`src/rtl/ppc_types.sv`:
```
// Shared PowerPC issue-side types: trap decode word and the reservation-station
// operand record used by every station.
package ppc_types;

    // Widest tag any station may use; narrower rs_ids are zero-extended.
    localparam int RS_TAG_MAX_WIDTH = 8;

    typedef struct packed {
        logic [0:4] to;
    } trap_decode_t;

    typedef struct packed {
        logic                        rdy;
        logic [RS_TAG_MAX_WIDTH-1:0] tag;
        logic [31:0]                 value;
    } rs_operand_t;

endpackage

```
`src/rtl/trap_reservation_station_operand_slot.sv`:
```
// One operand of a station entry: captures at dispatch (with writeback bypass)
// and snoops the GPR writeback bus while waiting on its producer tag.
module rs_operand_slot
    import ppc_types::*;
#(
    parameter int RS_ID_WIDTH = 5
) (
    input  logic                   clk,
    input  logic                   rst,
    input  logic                   load,
    input  logic                   busy,
    input  logic [31:0]            in_value,
    input  logic                   in_rdy,
    input  logic [RS_ID_WIDTH-1:0] in_tag,
    input  logic                   wb_valid,
    input  logic [RS_ID_WIDTH-1:0] wb_rs_id,
    input  logic [31:0]            wb_value,
    output logic                   rdy,
    output logic [31:0]            value
);

    rs_operand_t op_q;
    logic        bypass_hit;
    logic        snoop_hit;

    assign bypass_hit = wb_valid && (wb_rs_id == in_tag);
    assign snoop_hit  = busy && !op_q.rdy && wb_valid
                        && (op_q.tag == RS_TAG_MAX_WIDTH'(wb_rs_id));

    // NOTE: sequential state uses non-blocking assignments only, so every
    // register samples the pre-edge values of its neighbours.
    always_ff @(posedge clk) begin
        if (rst) begin
            op_q <= '0;
        end else if (load) begin
            op_q.tag <= RS_TAG_MAX_WIDTH'(in_tag);
            if (in_rdy) begin
                op_q.rdy   <= 1'b1;
                op_q.value <= in_value;
            end else if (bypass_hit) begin
                op_q.rdy   <= 1'b1;
                op_q.value <= wb_value;
            end else begin
                op_q.rdy   <= 1'b0;
                op_q.value <= in_value;
            end
        end else if (snoop_hit) begin
            op_q.rdy   <= 1'b1;
            op_q.value <= wb_value;
        end
    end

    assign rdy   = op_q.rdy;
    assign value = op_q.value;

endmodule

```
`src/rtl/trap_reservation_station.sv`:
```
// Reservation station for tw/twi: holds dispatched traps until both operands
// are known, then issues the lowest ready entry through a one-deep issue register.
module trap_reservation_station
    import ppc_types::*;
#(
    parameter int RS_ID_WIDTH = 5,
    parameter int RS_OFFSET   = 0,
    parameter int NUM_ENTRIES = 4
) (
    input  logic                   clk,
    input  logic                   rst,
    input  logic                   dispatch_valid,
    output logic                   dispatch_ready,
    input  logic [31:0]            op1_value,
    input  logic                   op1_rdy,
    input  logic [RS_ID_WIDTH-1:0] op1_tag,
    input  logic [31:0]            op2_value,
    input  logic                   op2_rdy,
    input  logic [RS_ID_WIDTH-1:0] op2_tag,
    input  trap_decode_t           control,
    input  logic                   wb_valid,
    input  logic [RS_ID_WIDTH-1:0] wb_rs_id,
    input  logic [31:0]            wb_value,
    output logic                   issue_valid,
    input  logic                   issue_ready,
    output logic [RS_ID_WIDTH-1:0] issue_rs_id,
    output logic [31:0]            issue_op1,
    output logic [31:0]            issue_op2,
    output trap_decode_t           issue_control
);

    localparam int IDX_W = $clog2(NUM_ENTRIES);

    logic [NUM_ENTRIES-1:0] busy_q;
    trap_decode_t           control_q [NUM_ENTRIES];
    logic [NUM_ENTRIES-1:0] op1_rdy_q, op2_rdy_q, alloc_we, cand;
    logic [31:0]            op1_val_q [NUM_ENTRIES];
    logic [31:0]            op2_val_q [NUM_ENTRIES];

    logic [IDX_W-1:0]       alloc_idx, sel_idx;
    logic                   dispatch_fire, issue_load;

    assign dispatch_ready = |(~busy_q);
    assign dispatch_fire  = dispatch_valid && dispatch_ready;
    assign cand           = busy_q & op1_rdy_q & op2_rdy_q;
    assign issue_load     = (!issue_valid || issue_ready) && (|cand);

    // NOTE: every variable gets a default before the loops so no latch is inferred.
    always_comb begin
        alloc_idx = '0;
        sel_idx   = '0;
        for (int i = NUM_ENTRIES - 1; i >= 0; i--) begin
            if (!busy_q[i]) alloc_idx = IDX_W'(i);
            if (cand[i])    sel_idx   = IDX_W'(i);
        end
    end

    always_comb begin
        alloc_we = '0;
        if (dispatch_fire) alloc_we[alloc_idx] = 1'b1;
    end

    for (genvar g = 0; g < NUM_ENTRIES; g++) begin : g_entry
        rs_operand_slot #(.RS_ID_WIDTH(RS_ID_WIDTH)) u_op1 (
            .clk      (clk),
            .rst      (rst),
            .load     (alloc_we[g]),
            .busy     (busy_q[g]),
            .in_value (op1_value),
            .in_rdy   (op1_rdy),
            .in_tag   (op1_tag),
            .wb_valid (wb_valid),
            .wb_rs_id (wb_rs_id),
            .wb_value (wb_value),
            .rdy      (op1_rdy_q[g]),
            .value    (op1_val_q[g])
        );

        rs_operand_slot #(.RS_ID_WIDTH(RS_ID_WIDTH)) u_op2 (
            .clk      (clk),
            .rst      (rst),
            .load     (alloc_we[g]),
            .busy     (busy_q[g]),
            .in_value (op2_value),
            .in_rdy   (op2_rdy),
            .in_tag   (op2_tag),
            .wb_valid (wb_valid),
            .wb_rs_id (wb_rs_id),
            .wb_value (wb_value),
            .rdy      (op2_rdy_q[g]),
            .value    (op2_val_q[g])
        );

        // The allocated entry is always free and the issued one always busy,
        // so set and clear never collide on the same entry.
        always_ff @(posedge clk) begin
            if (rst) begin
                busy_q[g]    <= 1'b0;
                control_q[g] <= '0;
            end else if (alloc_we[g]) begin
                busy_q[g]    <= 1'b1;
                control_q[g] <= control;
            end else if (issue_load && (sel_idx == IDX_W'(g))) begin
                busy_q[g]    <= 1'b0;
            end
        end
    end

    always_ff @(posedge clk) begin
        if (rst) begin
            issue_valid   <= 1'b0;
            issue_rs_id   <= '0;
            issue_op1     <= '0;
            issue_op2     <= '0;
            issue_control <= '0;
        end else if (issue_load) begin
            issue_valid   <= 1'b1;
            issue_rs_id   <= RS_ID_WIDTH'(RS_OFFSET) + RS_ID_WIDTH'(sel_idx);
            issue_op1     <= op1_val_q[sel_idx];
            issue_op2     <= op2_val_q[sel_idx];
            issue_control <= control_q[sel_idx];
        end else if (issue_ready) begin
            issue_valid   <= 1'b0;
        end
    end

endmodule

```
`config.mk`:
```
export PLATFORM = sky130hd
export DESIGN_NAME = trap_reservation_station
export DESIGN_NICKNAME = d
export VERILOG_FILES = /design/src/rtl/ppc_types.sv /design/src/rtl/trap_reservation_station_operand_slot.sv /design/src/rtl/trap_reservation_station.sv
export SDC_FILE = /design/constraint.sdc
export NUM_CORES = 1
export LEC_CHECK = 0
export CAP_MARGIN = 5
export CORE_ASPECT_RATIO = 1.25
export CORE_MARGIN = 1
export CORE_UTILIZATION = 40
export CTS_CLUSTER_SIZE = 25
export DETAILED_ROUTE_END_ITERATION = 8
export DONT_BUFFER_PORTS = 1
export SKIP_CTS_REPAIR_TIMING = 1
export SYNTH_ARGS = -nofsm -noshare
export SYNTH_HDL_FRONTEND = slang
export SYNTH_HIERARCHICAL = 1
export SYNTH_SLANG_ARGS = --single-unit
```
`constraint.sdc`:
```
create_clock -name clk -period 3 [get_ports clk]
set_clock_uncertainty 0.1 [all_clocks]
set_input_delay 0.75 -clock clk [delete_from_list [all_inputs] [get_ports clk]]
set_output_delay 0.75 -clock clk [all_outputs]
set_load 0.02 [all_outputs]
```
## After elaboration in Yosys (flattened, before gate mapping)

Memory sizes are Yosys's and may differ from the RTL's. A register that Yosys moved wholly into a read port is not among the register bits.
Index checks and enable logic that the tools add are counted.

- Register bits after elaboration: 375
- Memory bits (writable): 20
- Input bits: 123
- Logic and storage cells: 201
- Memories: 1

- $lt $le $gt $ge: 3
- Equality and inequality tests: 13
- Multiplexer cells: 85
- Bitwise gates (word level): 8
- Reduce and logical (&&, ||, !) cells: 59

Memories:

| name | depth | bits a word | read ports | clocked after Yosys merged registers in | wr ports | RTL line | text |
|---|---|---|---|---|---|---|---|
| control_q | 4 | 5 | 1 | 1 | 4 | trap_reservation_station.sv:35 | `trap_decode_t control_q [NUM_ENTRIES];` |

Operators by type and width:

| cell | number |
|---|---|
| two-way mux 32 bit | 24 |
| binary-select mux 32 bit (select 2 bit) | 2 |
| == test 5 bit | 10 |
| two-way mux 1 bit | 45 |
| logical AND 1 bit | 33 |
| nonzero test 2 bit | 13 |
| two-way mux 5 bit | 4 |
| two-way mux 2 bit | 8 |
| logical NOT 1 bit | 9 |
| bitwise AND 4 bit | 2 |
| OR reduction 4 bit | 2 |
| == test 2 bit, second input constant | 2 |
| two-way mux 4 bit | 1 |
| NOT 4 bit | 1 |
| OR 1 bit | 4 |
| >= comparator 3 bit, second input constant | 1 |
| < comparator 2 x 3 -> 1 bit, second input constant | 1 |
| NOT 2 -> 3 bit | 1 |
| demux 1 bit (select 2 bit) | 1 |
| == test 2 x 1 -> 1 bit, second input constant | 1 |
| >= comparator 2 x 1 -> 1 bit, second input constant | 1 |
| logical NOT 2 bit | 1 |
| logical OR 1 bit | 1 |

## Depth between registers and ports, before layout

- Depth after elaboration: 13
- Mapped depth: 8

## Cells and area by module

Netlist, hierarchy kept.

Modules (own cells, without submodules):

| module | times used | cells an instance | area an instance (µm²) | seq. area each (µm²) |
|---|---|---|---|---|
| rs_operand_slot | 8 | 215 | 2,010.7 | 760.7 |
| trap_reservation_station | 1 | 556 | 4,916.0 | 2,122.0 |

## Least setup slack after synthesis

Ideal clock, no wire load.

- Path kind: in2reg
- Start: input dispatch_valid
- End: register g_entry[3].u_op1/value[0] (netlist name)
- Setup time: 0.119 ns
- Data arrival time: 2.215 ns
- Required time: 2.781 ns
- Setup slack: 0.567 ns
- Cell stages on the path: 8
- Cells stage by stage: nand3_1 > or3b_2 > inv_1 > buf_4 > and2b_2 > a2bb2oi_4 > buf_6 > o221a_1

- Cells in the longest elaborated chain, start to end: 3
- Elaborated cells on any way between the ends: 4

RTL lines:

| what | RTL line | text |
|---|---|---|
| start, declared | trap_reservation_station.sv:12 | `input logic dispatch_valid,` |
| logical AND 1 bit (*) | trap_reservation_station.sv:44 | `assign dispatch_fire = dispatch_valid && dispatch_ready;` |
| two-way mux 4 bit (*) | trap_reservation_station.sv:60 | `if (dispatch_fire) alloc_we[alloc_idx] = 1'b1;` |
| net alloc_we[3] | trap_reservation_station.sv:36 | `logic [NUM_ENTRIES-1:0] op1_rdy_q, op2_rdy_q, alloc_we, cand;` |
| two-way mux 32 bit or nonzero test 2 bit (tied branches) | - |  |

The timed path passes the listed nets; every way through them passes the cells marked *.
A chain may end at the register's enable or synchronous reset.

## Worst setup path in the final report

- Start: register busy_q[2]
- End: register g_entry[2].u_op1/value[19] (netlist name)

- Cells in the longest elaborated chain, start to end: 9
- Elaborated cells on any way between the ends: 17

RTL lines:

| what | RTL line | text |
|---|---|---|
| start, declared | trap_reservation_station.sv:34 | `logic [NUM_ENTRIES-1:0] busy_q;` |
| start signal, assigned by index | trap_reservation_station.sv:98 | `busy_q[g] <= 1'b0;` |
| start signal, assigned by index | trap_reservation_station.sv:101 | `busy_q[g] <= 1'b1;` |
| start signal, assigned by index | trap_reservation_station.sv:104 | `busy_q[g] <= 1'b0;` |
| two-way mux 2 bit (3 in a row) | trap_reservation_station.sv:53 | `if (!busy_q[i]) alloc_idx = IDX_W'(i);` |
| < comparator 2 x 3 -> 1 bit (not written as such) or >= comparator 2 x 1 -> 1 bit (tied branches) | trap_reservation_station.sv:60 |  |
| logical AND 1 bit (not written as such) | trap_reservation_station.sv:60 |  |
| two-way mux 1 bit (not written as such) | trap_reservation_station.sv:60 |  |
| demux 1 bit (select 2 bit) | trap_reservation_station.sv:60 |  |
| two-way mux 4 bit (*) | trap_reservation_station.sv:60 |  |
| net alloc_we[2] | trap_reservation_station.sv:36 |  |
| two-way mux 32 bit or nonzero test 2 bit (tied branches) | - |  |

Marked as above.

==> summary.md <==
| Metric | Value |
|---|---|
| Status | complete, but fails checks |
| Failing checks | design-rule violations |
| DRT antenna net count | 0 |
| Setup crit end kind | flop |
| Hold path depth | 1 |
| Simple-gate share of the synthesized area | between 7 and 8% |
| Final worst-path cycle share | between 80% and 90% |
| Syn-to-layout area delta | -0.202% |
| Fin cells | roughly 2,600 |
| Initial core utilization | between 40% and 50% |
| Number of global-route vias before repair | 15,600 |
| H-tree depth | 2 |
| Worst hold path class | input pin to flop |
| Cell Area, Synth | ~21,000 sq um |
| Final setup viols | 0 |
| Reg-to-Reg Start | busy_q[2]$_SDFFE_PP0P_ |
| Sequential element share of the synthesized area | about two fifths |
| All-Layer GR Usage | approximately a quarter |
| Startpoint Class | flop |
| TritonCTS clock tree | done |
| Max Slew Vio Count | 0 |
| Wirelength per Cell | between 20 and 30 um |
| Reg2Reg Setup Slack | between 0.4 and 0.5 ns |
| Fin. Hold Viols | 0 |
| Post-synthesis register bit count | 400 |
| 1st-iter DRT viols | 1,326 |
| Cell Pwr Density | roughly 570 nW/um^2 |
| Syn. warnings | 6 |
| Max Fanout on Critical Path | 32 |
| DRT Pass-1 Iters | 9 |
| Post-Synth XOR/XNOR Area | 3.34% |
| Synth unique cells | 44 |
| Port bufs | 0 |
| Final-stage net count | 2,061 |
| Clock latency at the later pin of the worst-skew pair | between 0.5 and 0.6 ns |
| Max Root-Sink Buffers | 3 |
| Routability congestion estimate | 0.780 |
| Delay-heaviest family, CP | compound AO/OA/AOI/OAI gates |
| Total power | about 12,000 uW |
| Initial antenna violation count | 0 |
| Worst Min Path Start | rst |
| Ports | roughly 200 |
| Vias | ~16,000 |
| Vias per cell | 6.02 |
| Post-DP HPWL | between 30,000 and 40,000 um |
| Share of cells above drive strength 1 | around a tenth |
| Die W | around 210 um |
| Largest family of logic cells by synthesized area | compound AO/OA/AOI/OAI gates |
| Commonest non-fill, non-tap cell in the layout | dfxtp_1 |
| Max VDD drop | ~0.36 mV |
| Relative slew slack | between 20% and 30% |
| Avg Cell Area, Syn | just over 9 sq um |
| WS Path Type | flop to flop |
| Cells on worst reg2reg path | 5 |
| Root Driver | clkbuf_16 |
| Most frequent cells in the layout | 380 x dfxtp_1, 311 x a21oi_1, 260 x inv_1 |
| DRT Wirelength | about 66,000 um |
| Largest cells by area after synthesis | dfxtp_1 36%, o221a_1 13%, buf_4 11%, a21oi_1 7.4%, inv_1 4.6% |
| Multiplexer share of the synthesized area | under 10% |
| Critical Path RT | 3.41 ns |
| Max incr delay on CP | 0.83 ns |
| CTS clk-pin slew, worst paths | roughly 0.060 ns |
| Async S/R FF share, synth | 0% |
| Worst Max-Slew Pin Slew | 1.14 ns |
| Total CTS buffers | 42 |
| Critical R2R Capture | g_entry[2].u_op1/value[19]$_SDFFE_PP0P_ |
| CP max-delay cell | a2bb2oi_4 |
| Post-synth top area share | 36.2% |
| Row cnt | just over 90 |
| Layout Utilization | between 40% and 50% |
| Placed cell count | approximately 2,600 |
| Adder-cell share of the synthesized area | 0% |
| Hold EP | g_entry[0].u_op1/op_q[36]$_SDFFE_PP0P_ |
| First-pass GRT wire length | just under 100,000 um |
| Core box area | approximately 52,000 sq um |
| Full die area | roughly 53,000 sq um |
| # diodes | 0 |
| Synth Flop Type | dfxtp_1 |
| Largest net degree at the start of global routing | 389 |
| Max_cap viols | 0 |
| Arr. time, crit path | ~2.9 ns |
| Critical Path Stages | 5 |
| Min cycle time layout | about 2.5 ns |
| Max frequency | approximately 0.4 GHz |
| Number of synthesized flops with an enable pin | 20 |
| Num Clock Sinks | 400 |
| Leak Pwr | between 0.007 and 0.008 uW |
| Complex-gate fraction of the synthesized area | between 20% and 30% |
| Unrepaired setup endpoints after global routing | false |
| Buffers plus inverters on the worst setup path | 1 |
| Grt ovf | 0 |
| Setup TNS | 0 ns |
| Crit path cell chain | nor2_2 -> buf_4 -> and2b_2 -> a2bb2oi_4 -> o221a_2 |
| Post-Synthesis Cells | ~2,300 |
| Die Y | 258 um |
| Synth area leader | dfxtp_1 |
| Remaining DRCs | 9 |
==> how the worst max path moves through the flow <==
stage,start,endpoint,slack (ns)
after global routing,busy_q[2]$_SDFFE_PP0P_,g_entry[2].u_op1/value[19]$_SDFFE_PP0P_,0.39
final,busy_q[2]$_SDFFE_PP0P_,g_entry[2].u_op1/value[19]$_SDFFE_PP0P_,0.50
after floorplan,dispatch_valid,g_entry[3].u_op1/value[0]$_SDFFE_PP0P_,0.57
after global placement,dispatch_valid,g_entry[3].u_op1/value[19]$_SDFFE_PP0P_,0.30
after detailed placement,dispatch_valid,g_entry[3].u_op1/value[15]$_SDFFE_PP0P_,0.21
after CTS,busy_q[2]$_SDFFE_PP0P_,g_entry[2].u_op1/value[19]$_SDFFE_PP0P_,0.51
==> synth_stat cells (20+ instances only) <==
cell      instances
dfxtp_1         380
a211oi_1         21
buf_2            53
and2_1           20
nor2_1          132
xor2_1           72
a21oi_1         311
nand2_1          65
inv_1           260
clkbuf_1         56
o221a_1         240
buf_4           296
buf_6            26
a221oi_1         20
a311oi_1         49
edfxtp_1         20
mux2i_1          40
o221ai_1         69
==> layer usage <==
metal  part of all wire (%)  GRT usage, %  wire length (um)  up-vias
met5                      0             0                 0        -
met4                    3.2          8.90              2080        0
met3                    9.7          7.46              6380      117
met2                     47          39.3             31100      623
met1                     40          29.7             26400     7884
li1                       -             -                 -     7246
==> flip-flops by register name, summed over array words and instances (netlist names) <==
signal and cells:
g_entry.u_op1/op_q 20, issue_op1 32, issue_op2 32, g_entry.u_op2/rdy 4, g_entry.u_op2/op_q 20, g_entry.u_op1/rdy 4
control_q 20, g_entry.u_op1/value 128, issue_control 5, g_entry.u_op2/value 128, issue_rs_id 2, busy_q 4
issue_valid 1
==> where the power goes <==
part	switching, uW	total, uW	leakage [uW]	internal, uW
Sequential	134	5700	0.00330	5560
Clock	2240	5480	0.000707	3240
Combinational	417	770	0.00305	353
Total	2790	11900	0.00706	9150
==> area by class of cell <==
type	instances	area, sq um
Fill cell	5027	30700
Timing Repair Buffer	49	531
Sequential cell	400	8210
Clock buffer	66	1310
Tap cell	665	832
Clock inverter	10	124
Inverter	260	976
Multi-Input combinational cell	1185	8980
==> per-stage QoR <==
stage	setup WS [ns]	instance area, sq um	hold WS, ns
floorplan	0.567	21000	0.381
detailed placement	0.214	19500	0.362
global placement	0.300	19500	0.356
CTS	0.514	21000	0.171
global route	0.395	21000	0.147
finish	0.496	21000	0.159
==> cells by family after synthesis <==
family                 count (synthesis)
AO/OA/AOI/OAI                        750
buffers and inverters                693
flip-flops                           400
AND/OR/NAND/NOR                      312
XOR/XNOR                              80
multiplexers                          40
other                                  1
(Power assumes the default switching activity.)
